`config.mk`:
```
export PLATFORM = sky130hd
export DESIGN_NAME = bsg_mul_iterative_scheduler
export DESIGN_NICKNAME = d
export VERILOG_FILES = /design/src/rtl/bsg_mul_iterative_scheduler.sv
export SDC_FILE = /design/constraint.sdc
export NUM_CORES = 1
export LEC_CHECK = 0
export BUFFER_PORTS_ARGS = -buffer_cell sky130_fd_sc_hd__buf_4
export CORE_AREA = 2 2 184 186
export DETAILED_ROUTE_END_ITERATION = 7
export DIE_AREA = 0 0 186 188
export PLACE_DENSITY_LB_ADDON = 0.05
export SLEW_MARGIN = 20
export SYNTH_ARGS = -nofsm -noshare
export SYNTH_HDL_FRONTEND = slang
export SYNTH_SLANG_ARGS = --single-unit
```
`constraint.sdc`:
```
create_clock -name clk_i -period 5.5 [get_ports clk_i]
set_clock_uncertainty 0.05 [all_clocks]
set_input_delay 0.55 -clock clk_i [delete_from_list [all_inputs] [get_ports clk_i]]
set_output_delay 0.55 -clock clk_i [all_outputs]
set_load 0.01 [all_outputs]
```
`src/rtl/bsg_mul_iterative_scheduler.sv`:
```
// bsg_mul_iterative_scheduler
// Shares one iterative multiplier among num_req_p requesters. A round-robin
// arbiter picks one request, its operands are registered and issued, and the
// buffered result is returned to the winner under valid/yumi. Only one
// operation is ever outstanding at the multiplier.
module bsg_mul_iterative_scheduler #(
  parameter int num_req_p    = 4,
  parameter int width_p      = 32,
  parameter int full_sized_p = 1,
  localparam int res_w_lp    = (full_sized_p != 0) ? 2*width_p : width_p,
  localparam int tag_w_lp    = (num_req_p > 1) ? $clog2(num_req_p) : 1
) (
  input  logic                         clk_i,
  input  logic                         reset_n_i,
  input  logic [num_req_p-1:0]         v_i,
  output logic [num_req_p-1:0]         ready_o,
  input  logic [num_req_p*width_p-1:0] opA_i,
  input  logic [num_req_p-1:0]         opA_is_signed_i,
  input  logic [num_req_p*width_p-1:0] opB_i,
  input  logic [num_req_p-1:0]         opB_is_signed_i,
  output logic [num_req_p-1:0]         v_o,
  output logic [res_w_lp-1:0]          result_o,
  input  logic [num_req_p-1:0]         yumi_i,
  output logic                         mul_v_o,
  input  logic                         mul_ready_i,
  output logic [width_p-1:0]           mul_opA_o,
  output logic                         mul_opA_is_signed_o,
  output logic [width_p-1:0]           mul_opB_o,
  output logic                         mul_opB_is_signed_o,
  input  logic                         mul_v_i,
  input  logic [res_w_lp-1:0]          mul_result_i,
  output logic                         mul_yumi_o
);

  typedef enum logic [1:0] {
    eIDLE  = 2'd0,
    eISSUE = 2'd1,
    eWAIT  = 2'd2,
    eRESP  = 2'd3
  } state_e;

  localparam logic [num_req_p-1:0] one_hot_base_lp = {{(num_req_p-1){1'b0}}, 1'b1};

  state_e                state_r, state_n;
  logic                  live_r;
  logic [tag_w_lp-1:0]   rr_ptr_r, tag_r, next_ptr_s;
  logic [tag_w_lp-1:0]   offset_s, winner_s;
  logic [tag_w_lp:0]     sum_s;
  logic [num_req_p-1:0]  v_rot_s, grant_s;
  logic                  any_v_s;
  logic                  accept_s, capture_s, resp_done_s;
  logic [width_p-1:0]    opA_r, opB_r;
  logic                  opA_signed_r, opB_signed_r;
  logic [res_w_lp-1:0]   result_r;

  // Round-robin pick: rotate requests so rr_ptr sits at bit 0, take the lowest set bit
  always_comb begin
    v_rot_s  = (v_i >> rr_ptr_r) | (v_i << (num_req_p - int'(rr_ptr_r)));
    offset_s = '0;
    for (int i = num_req_p-1; i >= 0; i--) begin
      offset_s = v_rot_s[i] ? tag_w_lp'(i) : offset_s;
    end
    any_v_s  = |v_i;
    sum_s    = {1'b0, rr_ptr_r} + {1'b0, offset_s};
    winner_s = (sum_s >= (tag_w_lp+1)'(num_req_p))
             ? tag_w_lp'(sum_s - (tag_w_lp+1)'(num_req_p))
             : sum_s[tag_w_lp-1:0];
    grant_s  = any_v_s ? (one_hot_base_lp << winner_s) : '0;
    next_ptr_s = (tag_r == tag_w_lp'(num_req_p-1)) ? '0 : tag_r + tag_w_lp'(1);
  end

  // Next-state and handshake outputs; live_r keeps grants and consumes quiet until the first edge after reset
  always_comb begin
    state_n     = state_r;
    accept_s    = 1'b0;
    capture_s   = 1'b0;
    resp_done_s = 1'b0;
    ready_o     = '0;
    v_o         = '0;
    mul_v_o     = 1'b0;
    mul_yumi_o  = 1'b0;
    case (state_r)
      eIDLE: begin
        ready_o    = live_r ? grant_s : '0;
        mul_yumi_o = mul_v_i & live_r;     // stale result left over from a reset
        if (any_v_s && live_r) begin
          accept_s = 1'b1;
          state_n  = eISSUE;
        end else begin
          state_n  = eIDLE;
        end
      end
      eISSUE: begin
        mul_v_o    = 1'b1;
        mul_yumi_o = mul_v_i;              // stale result left over from a reset
        if (mul_ready_i) begin
          state_n = eWAIT;
        end else begin
          state_n = eISSUE;
        end
      end
      eWAIT: begin
        mul_yumi_o = mul_v_i;
        if (mul_v_i) begin
          capture_s = 1'b1;
          state_n   = eRESP;
        end else begin
          state_n   = eWAIT;
        end
      end
      eRESP: begin
        v_o = one_hot_base_lp << tag_r;
        if (yumi_i[tag_r]) begin
          resp_done_s = 1'b1;
          state_n     = eIDLE;
        end else begin
          state_n     = eRESP;
        end
      end
      default: begin
        state_n = eIDLE;
      end
    endcase
  end

  // FSM state, owner tag, round-robin pointer and post-reset enable
  always_ff @(posedge clk_i or negedge reset_n_i) begin
    if (!reset_n_i) begin
      state_r  <= eIDLE;
      live_r   <= 1'b0;
      tag_r    <= '0;
      rr_ptr_r <= '0;
    end else begin
      state_r <= state_n;
      live_r  <= 1'b1;
      if (accept_s) begin
        tag_r <= winner_s;
      end
      if (resp_done_s) begin
        rr_ptr_r <= next_ptr_s;
      end
    end
  end

  // Operand registers loaded from the winning requester on accept
  always_ff @(posedge clk_i or negedge reset_n_i) begin
    if (!reset_n_i) begin
      opA_r        <= '0;
      opB_r        <= '0;
      opA_signed_r <= 1'b0;
      opB_signed_r <= 1'b0;
    end else if (accept_s) begin
      opA_r        <= opA_i[winner_s*width_p +: width_p];
      opB_r        <= opB_i[winner_s*width_p +: width_p];
      opA_signed_r <= opA_is_signed_i[winner_s];
      opB_signed_r <= opB_is_signed_i[winner_s];
    end
  end

  // Result buffer, held until the owning requester consumes it
  always_ff @(posedge clk_i or negedge reset_n_i) begin
    if (!reset_n_i) begin
      result_r <= '0;
    end else if (capture_s) begin
      result_r <= mul_result_i;
    end
  end

  assign result_o            = result_r;
  assign mul_opA_o           = opA_r;
  assign mul_opB_o           = opB_r;
  assign mul_opA_is_signed_o = opA_signed_r;
  assign mul_opB_is_signed_o = opB_signed_r;

endmodule
```
==> results.py, run 1 <==
metrics = {
    "status": {
        "status": "finished clean",
    },
    "cts": {
        "cts_tree": "done",
        "clkLatencyLatePin_ns": 0.43,
        "cts_root_buf": "clkbuf_16",
        "post_cts_resized": 0,
        "clkTransAtPathRegs_ns": 0.06,
        "cts_buffers": 17,
        "post-cts-setup-buffers": 0,
        "clock_sinks": 137,
        "htree_levels": 4,
        "cts_hold_buffers": 0,
        "clockBufferDepth": 2,
    },
    "logic_synthesis": {
        "synth_area_mm2": 0.00817,
        "synth_cell_types": 45,
        "synth_area_leaders": "dfrtp_1 42%, nor2b_1 10%, mux2_2 9.2%",
        "yosysWarningCount": 0,
        "async_flop_share_pct": 100,
        "ys_ff_latch": 137,
        "syn_inst": 757,
        "synth_top_cell_by_area": "dfrtp_1",
        "synthFlopType": "dfrtp_1",
        "synth.avg_cell_area_um2": 10.8,
        "yosysMostFrequentCell": "dfrtp_1",
        "synth_fp_nets": 1107,
        "yosysSeqAreaShare_pct": 42.0,
        "synth-edff-count": 0,
        "yosysTopAreaCellShare_pct": 42.0,
        "synth_common_cells": "137 x dfrtp_1, 133 x nor2b_1, 72 x nand2_1",
    },
    "sta": {
        "setup_tns_ns": 0,
        "setup_viol": 0,
        "min_period_ns": 4.97,
        "finalMaxSlewViolations": 0,
        "worst_pin_slew_ns": 1.05,
        "hold_violations": 0,
        "rsz0062_at_grt": "false",
        "period_share_pct": 90.4,
        "max_freq_ghz": 0.201,
        "slew_headroom_pct": 30.1,
    },
    "floorplan": {
        "rows": 67,
        "chipWidth_um": 186,
        "die-area_mm2": 0.0350,
        "core-area_mm2": 0.0331,
        "fp.dieH_um": 188,
        "initial_core_util_pct": 24.7,
        "pin_count": 480,
    },
    "final_layout": {
        "multi_input_area_mm2": 0.00435,
        "fillers": 3369,
        "drive_above_1_share_pct": 54.2,
        "syn2layout_area_growth_pct": 55.6,
        "register_area_mm2": 0.00343,
        "fin_nets": 1540,
        "fin_area_mm2": 0.0127,
        "fin_util_pct": 38.4,
    },
    "global_route": {
        "grt_usage_pct": 18.5,
        "antenna_found_initial": 2,
        "grt_pass1_vias": 7781,
        "grt_pass1_wl_mm": 48.2,
        "overflow": 0,
        "grt_max_degree": 117,
    },
    "setup_path": {
        "arrival_ns": 4.37,
        "r2r_end": "mul_opB_o[19]",
        "crit_end": "ready_o[2]",
        "crit_fanout": 21,
        "worstPathRequired_ns": 4.90,
        "r2r_cells": 12,
        "startpoint_type": "register",
        "critPathLaunch": "rr_ptr_r[0]",
        "reg2reg_from": "rr_ptr_r[0]",
        "crit_type": "reg2out",
        "critPathCaptureType": "output pin",
        "r2r_slack_ns": 1.06,
    },
    "routing": {
        "drt-total-wl_mm": 33.3,
        "via_per_inst": 4.72,
        "ant_nets": 0,
        "drc_errors": 0,
        "first_iter_violations": 354,
        "dr.pass1.iters": 4,
        "vias": 7807,
        "wire_per_inst_um": 20.1,
    },
    "hold_path": {
        "hold_class": "in2async",
    },
    "power": {
        "vdd.ir_drop.worst_v": 0.000450,
        "power_density_mw_per_mm2": 616,
        "p_leak_nw": 5.77,
    },
    "place": {
        "place_area_mm2": 0.0121,
        "port_buffers": 479,
        "place_hpwl_mm": 24.5,
        "gp_congestion": 0.745,
    },
    "flow_run": {
        "max_cap_viol_count": 0,
    },
}
[state kept, by name, indices dropped and copies added (netlist names)]
name and count:
state_r 2, result_o 64, mul_opB_is_signed_o 1, mul_opA_is_signed_o 1, mul_opB_o 32, live_r 1
tag_r 2, mul_opA_o 32, rr_ptr_r 2
[logic make-up after synthesis]
family	after synthesis	synth area share, %
XOR/XNOR	2	0.215
multiplexers	71	10.0
AO/OA/AOI/OAI	219	25.5
adder cells (fa/ha/maj)	10	1.53
AND/OR/NAND/NOR	229	15.3
buffers and inverters	88	5.33
flip-flops	137	42.0
other	1	0.0459
[metrics by stage]
stage / hold WS, ns / power, mW / worst slack [ns] / std cells
2_1_floorplan: 0.204 / 5.02 / 1.44 / 757
3_3_place_gp: 0.415 / 6.77 / 0.992 / 1619
3_5_place_dp: 0.417 / 6.79 / 0.935 / 1619
4_1_cts: 0.212 / 7.99 / 0.424 / 1651
5_1_grt: 0.209 / 8.51 / 0.185 / 1651
6_report: 0.133 / 7.83 / 0.530 / 1653
[critical path: stages, from the launching register on]
cell and delay [ns]:
dfrtp_1 0.62, inv_1 0.16, ha_1 0.43, mux4_2 0.53
a32oi_2 0.24, o21ai_0 0.12, o311a_1 0.16, ha_4 0.18
xor2_1 0.28, nand3_2 0.57, nand2_1 0.34, nor3_1 0.10
buf_4 0.19
[power breakdown]
part | leakage [nW] | switching (mW) | internal, mW
clock | 0.279 | 0.465 | 0.704
combinational | 3.79 | 2.75 | 2.14
sequential | 1.69 | 0.270 | 1.51
total | 5.77 | 3.48 | 4.35
[how the worst min path moves through the flow]
stage | from | endpoint | slack [ns] | cells after the start
final | reset_n_i | result_o[27] | 0.13 | 1
after CTS | reset_n_i | result_o[15] | 0.21 | 1
after global routing | reset_n_i | result_o[31] | 0.21 | 1
after global placement | mul_opA_o[1] | mul_opA_o[1] | 0.41 | 2
after detailed placement | mul_opA_o[30] | mul_opA_o[30] | 0.42 | 2
after floorplan | reset_n_i | live_r | 0.20 | 0
[cell type report]
type / instances / share of cell area [%]
diodes: 2 / 0.0394
clock buffers: 22 / 3.73
clock inverters: 10 / 0.926
inverters: 7 / 0.207
multi-input cells: 532 / 34.2
flip-flops and latches: 137 / 27.0
well taps: 448 / 4.41
repair buffers: 495 / 29.5
[layer usage]
| layer | vias to the layer above | part of all wire (%) | routed length (um) | GRT usage, % |
|---|---|---|---|---|
| li1 | 3759 | - | - | - |
| met1 | 3705 | 39 | 13000 | 21.0 |
| met2 | 320 | 49 | 16400 | 31.8 |
| met3 | 23 | 10 | 3380 | 7.57 |
| met4 | 0 | 1.4 | 450 | 5.12 |
| met5 | - | 0 | 0 | 0 |
[placed cells by master (no fill, tap or decap), types with 9 or more instances in the layout]
cell,n
a2111oi_0,37
mux2_2,67
a2111oi_2,29
nor2b_1,133
buf_4,492
o31ai_1,48
dfrtp_1,137
o31ai_2,19
clkbuf_16,17
a221oi_1,66
nand2_1,71
ha_1,9
(Power assumes the default switching activity.)
==> run 2: changes to the inputs <==
--- a/config.mk
+++ b/config.mk
@@ -6,9 +6,9 @@
 export NUM_CORES = 1
 export LEC_CHECK = 0
 export BUFFER_PORTS_ARGS = -buffer_cell sky130_fd_sc_hd__buf_4
-export CORE_AREA = 2 2 184 186
+export CORE_AREA = 2 2 185 187
 export DETAILED_ROUTE_END_ITERATION = 7
-export DIE_AREA = 0 0 186 188
+export DIE_AREA = 0 0 187 189
 export PLACE_DENSITY_LB_ADDON = 0.05
 export SLEW_MARGIN = 20
 export SYNTH_ARGS = -nofsm -noshare
==> run 2 against run 1 <==
Compared with the run above:
- design area shrank 0.38%
- setup slack gained 0.055 ns
- count of clock-buffer cells in the layout shrank 5
- register-to-register slack gained 0.16 ns
- first-iteration DRC count shrank 16%
- power shrank 0.41%
- non-clock buffer count grew 1
- combinational power grew 1%
- highest routed layer unchanged
==> results.py, run 2 (synthesized netlist as in run 1, its figures left out) <==
metrics = {
    "setup_path": {
        "startpoint_type": "register",
        "r2r_cells": 11,
        "r2r_slack_ns": 1.22,
        "r2r_end": "mul_opB_o[15]",
        "worstPathRequired_ns": 4.90,
        "critPathLaunch": "rr_ptr_r[0]",
        "crit_type": "reg2out",
        "arrival_ns": 4.31,
        "critPathCaptureType": "output pin",
        "crit_fanout": 22,
        "reg2reg_from": "rr_ptr_r[0]",
    },
    "cts": {
        "clkLatencyLatePin_ns": 0.42,
        "clockBufferDepth": 2,
        "post-cts-setup-buffers": 0,
        "htree_levels": 4,
        "post_cts_resized": 0,
        "cts_hold_buffers": 0,
        "clkTransAtPathRegs_ns": 0.06,
        "cts_buffers": 17,
        "clock_sinks": 137,
        "cts_root_buf": "clkbuf_16",
        "cts_tree": "done",
    },
    "final_layout": {
        "layout_common_cells": "492 x buf_4, 137 x dfrtp_1, 133 x nor2b_1",
        "fillers": 3421,
        "drive_above_1_share_pct": 54.4,
        "final_common_cell": "buf_4",
        "largest_register_ffs": 64,
        "syn2layout_area_growth_pct": 55.0,
        "fin_nets": 1541,
    },
    "floorplan": {
        "fp.dieH_um": 189,
        "core-area_mm2": 0.0333,
        "initial_core_util_pct": 24.5,
        "rows": 67,
        "die-area_mm2": 0.0353,
        "pin_count": 480,
        "chipWidth_um": 187,
    },
    "power": {
        "power_mw": 7.80,
        "vdd.ir_drop.worst_v": 0.000317,
        "power_density_mw_per_mm2": 616,
        "clkPwrFrac_pct": 13.8,
        "p_seq_share_pct": 22.8,
        "swShare_pct": 45.5,
        "switchingPower_mw": 3.55,
        "p_leak_nw": 5.75,
        "p_int_mw": 4.25,
        "pwr-share-comb_pct": 63.4,
    },
    "sta": {
        "fin_ws_ns": 0.585,
        "setup_tns_ns": 0,
        "slew_headroom_pct": 39.6,
        "finalMaxSlewViolations": 0,
        "setup_viol": 0,
        "hold_violations": 0,
        "max_freq_ghz": 0.203,
        "worst_pin_slew_ns": 0.907,
        "rsz0062_at_grt": "false",
        "period_share_pct": 89.4,
        "min_period_ns": 4.91,
    },
    "routing": {
        "drt-total-wl_mm": 33.6,
        "drc_errors": 0,
        "first_iter_violations": 296,
        "ant_nets": 0,
        "vias": 7734,
        "wire_per_inst_um": 20.3,
        "dr.pass1.iters": 5,
        "via_per_inst": 4.68,
    },
    "global_route": {
        "antenna_found_initial": 2,
        "grt_max_degree": 94,
        "grt_pass1_wl_mm": 50.6,
        "overflow": 0,
        "grt_pass1_vias": 8084,
        "grt_usage_pct": 18.8,
    },
    "place": {
        "gp_congestion": 0.756,
        "pre_cts_ws_ns": 1.02,
        "place_hpwl_mm": 24.9,
        "port_buffers": 479,
    },
    "flow_run": {
        "max_cap_viol_count": 0,
    },
    "status": {
        "status": "finished clean",
    },
    "hold_path": {
        "hold_class": "in2async",
    },
}
[run 2: how the worst max path moves through the flow]
stage / end / slack, ns
CTS: ready_o[0] / 0.52
global route: ready_o[0] / 0.24
floorplan: ready_o[1] / 1.44
detailed placement: ready_o[0] / 1.02
finish: ready_o[0] / 0.59
global placement: ready_o[0] / 1.07
[run 2: critical path: stages (launching register included)]
cell,delay [ns]
dfrtp_1,0.61
inv_1,0.16
ha_1,0.43
mux4_2,0.54
a32oi_2,0.24
o21ai_0,0.13
o311a_1,0.16
ha_4,0.18
xnor2_1,0.20
nor3_4,0.28
buf_4,0.42
nor2_1,0.14
nor3_1,0.23
buf_4,0.18
[run 2: power by group through the flow]
stage / registers, mW / clock network (mW) / logic, mW
floorplan: 1.97 / 0 / 3.05
global placement: 1.79 / 0 / 5.05
detailed placement: 1.80 / 0 / 5.05
CTS: 1.79 / 1.12 / 5.05
global route: 1.85 / 1.17 / 5.47
finish: 1.78 / 1.08 / 4.94
[run 2: area by class of cell]
| class | instances | area [um2] | area share (%) |
|---|---|---|---|
| sequential | 137 | 3430 | 27.1 |
| clock buffer | 17 | 425 | 3.36 |
| inverter | 7 | 26.3 | 0.208 |
| tap | 448 | 561 | 4.43 |
| clock inverter | 14 | 97.6 | 0.771 |
| antenna | 2 | 5.00 | 0.0395 |
| multi-input combinational | 532 | 4350 | 34.4 |
| timing repair buffer | 496 | 3760 | 29.7 |
[run 2: layer usage]
metal,up-vias,part of all wire (%),track usage (%)
met3,26,9.2,7.69
li1,3750,-,-
met2,332,49,31.9
met4,0,1.7,5.62
met5,-,0,0
met1,3626,40,21.8
[run 2: per-stage QoR]
step | hold slack (ns) | std cells | util [%] | instance area, um2
3_3_place_gp | 0.414 | 1620 | 36.4 | 12100
3_5_place_dp | 0.417 | 1620 | 36.4 | 12100
5_1_grt | 0.212 | 1653 | 38.0 | 12700
4_1_cts | 0.182 | 1651 | 38.0 | 12700
2_1_floorplan | 0.204 | 757 | - | 8170
6_report | 0.156 | 1653 | 38.0 | 12700
==> run 3: changes to the inputs <==
--- a/config.mk
+++ b/config.mk
@@ -9,7 +9,7 @@
 export CORE_AREA = 2 2 185 187
 export DETAILED_ROUTE_END_ITERATION = 7
 export DIE_AREA = 0 0 187 189
-export PLACE_DENSITY_LB_ADDON = 0.05
+export PLACE_DENSITY = 0.56
 export SLEW_MARGIN = 20
 export SYNTH_ARGS = -nofsm -noshare
 export SYNTH_HDL_FRONTEND = slang
==> run 3 against run 2 <==
Compared with the run above:
- routed wire length is 8.3% lower
- count of clock-buffer cells in the layout did not move
- combinational power shrank 1%
- non-clock buffer count is 2 lower
- clock power up 12%
- die area stayed put
- critical path depth shrank 1
- worst hold slack lost 0.017 ns
- largest power group unchanged
==> results.py, run 3 (synthesized netlist as in run 1, its figures left out) <==
metrics = {
    "setup_path": {
        "arrival_ns": 4.30,
        "crit_type": "reg2out",
        "critPathCaptureType": "output pin",
        "worstPathRequired_ns": 4.90,
        "r2r_cells": 12,
        "startpoint_type": "register",
        "crit_fanout": 16,
    },
    "global_route": {
        "grt_use_met2_pct": 29.3,
        "grt_max_degree": 97,
        "antenna_found_initial": 0,
        "grt_pass1_wl_mm": 46.7,
        "grt_use_met3_pct": 5.38,
        "busiest_layer": "met2",
        "grt_usage_pct": 16.9,
        "use_met1_pct": 19.8,
        "grt_pass1_vias": 8031,
        "overflow": 0,
    },
    "sta": {
        "period_share_pct": 89.0,
        "max_freq_ghz": 0.204,
        "finalMaxSlewViolations": 0,
        "min_period_ns": 4.90,
        "setup_tns_ns": 0,
        "hold_violations": 0,
        "worst_pin_slew_ns": 0.872,
        "rsz0062_at_grt": "false",
        "slew_headroom_pct": 41.9,
        "setup_viol": 0,
    },
    "routing": {
        "dr.pass1.iters": 7,
        "via_per_inst": 4.78,
        "ant_nets": 0,
        "drc_errors": 0,
        "vias": 7891,
        "wire_per_inst_um": 18.7,
        "drt-total-wl_mm": 30.8,
        "first_iter_violations": 352,
    },
    "power": {
        "p_int_mw": 4.33,
        "vdd.ir_drop.worst_v": 0.000477,
        "switchingPower_mw": 3.55,
        "pwr-share-comb_pct": 61.9,
        "clkPwrFrac_pct": 15.4,
        "power_density_mw_per_mm2": 620,
        "p_leak_nw": 5.77,
        "p_seq_share_pct": 22.7,
        "swShare_pct": 45.1,
    },
    "hold_path": {
        "hold_class": "in2async",
    },
    "final_layout": {
        "multi_input_area_mm2": 0.00435,
        "syn2layout_area_growth_pct": 55.6,
        "fin_nets": 1539,
        "fillers": 3326,
        "register_area_mm2": 0.00343,
        "largest_register_ffs": 64,
        "final_cells": 1650,
        "drive_above_1_share_pct": 54.3,
        "final_common_cell": "buf_4",
        "layout_common_cells": "491 x buf_4, 137 x dfrtp_1, 133 x nor2b_1",
        "antennaDiodeCount": 0,
    },
    "cts": {
        "clockBufferDepth": 2,
        "clkTransAtPathRegs_ns": 0.07,
        "clock_sinks": 137,
        "cts_buffers": 17,
        "post-cts-setup-buffers": 0,
        "post_cts_resized": 0,
        "cts_root_buf": "clkbuf_16",
        "cts_tree": "done",
        "cts_hold_buffers": 0,
        "htree_levels": 4,
        "clkLatencyLatePin_ns": 0.42,
    },
    "floorplan": {
        "chipWidth_um": 187,
        "initial_core_util_pct": 24.5,
        "fp.dieH_um": 189,
        "die-area_mm2": 0.0353,
        "core-area_mm2": 0.0333,
        "rows": 67,
        "pin_count": 480,
    },
    "place": {
        "gp_congestion": 0.810,
        "placed_cells": 1618,
        "port_buffers": 479,
        "place_hpwl_mm": 23.2,
    },
    "flow_run": {
        "max_cap_viol_count": 0,
    },
    "status": {
        "status": "finished clean",
    },
}
## run 3: final cells by class
type                       count  area share, %
inverter                       7          0.207
multi-input combinational    532           34.2
sequential                   137           27.0
timing repair buffer         494           29.4
clock buffer                  17           3.35
tap                          448           4.41
clock inverter                15           1.42
## run 3: per-layer routing
metal  routed length (um)  part of all wire, %  vias to the layer above
met5                    0                    0                        -
met4                  674                  2.2                        0
met3                 2360                  7.7                       34
met2                15400                   50                      353
met1                12400                   40                     3761
li1                     -                    -                     3743
## run 3: power groups by stage
| stage | Clock (mW) | Combinational [mW] | Sequential (mW) |
|---|---|---|---|
| floorplan | 0 | 3.05 | 1.97 |
| global placement | 0 | 4.89 | 1.79 |
| detailed placement | 0 | 4.92 | 1.81 |
| CTS | 1.25 | 4.92 | 1.80 |
| global route | 1.29 | 5.32 | 1.86 |
| finish | 1.21 | 4.88 | 1.79 |
## run 3: final timing paths
kind,startpoint,end,slack [ns]
max in group asynchronous,reset_n_i,result_o[1],3.96
min,reset_n_i,result_o[4],0.14
min in group clk_i,mul_result_i[4],result_o[4],0.31
max reg2reg,rr_ptr_r[0],mul_opB_o[14],1.14
min reg2reg,mul_opB_o[19],mul_opB_o[19],0.43
max,rr_ptr_r[0],ready_o[0],0.60
## run 3: metrics by stage
stage / total power [mW] / cell area, um2 / setup slack (ns) / hold slack (ns) / util, %
2_1_floorplan: 5.02 / 8170 / 1.44 / 0.204 / -
3_3_place_gp: 6.68 / 12100 / 1.22 / 0.411 / 36.4
3_5_place_dp: 6.73 / 12100 / 1.07 / 0.417 / 36.4
4_1_cts: 7.97 / 12700 / 0.607 / 0.165 / 38.2
5_1_grt: 8.47 / 12700 / 0.359 / 0.188 / 38.2
6_report: 7.88 / 12700 / 0.603 / 0.139 / 38.2
## run 3: critical path, stage by stage (launching register included)
cell and delay [ns]:
dfrtp_1 0.59, inv_1 0.16, ha_1 0.43, mux4_2 0.53, a32oi_2 0.25, o21ai_0 0.14, o311a_1 0.16, ha_4 0.18
xnor2_1 0.20, nor3_4 0.62, nor2_1 0.17, nor3_1 0.28, buf_4 0.17
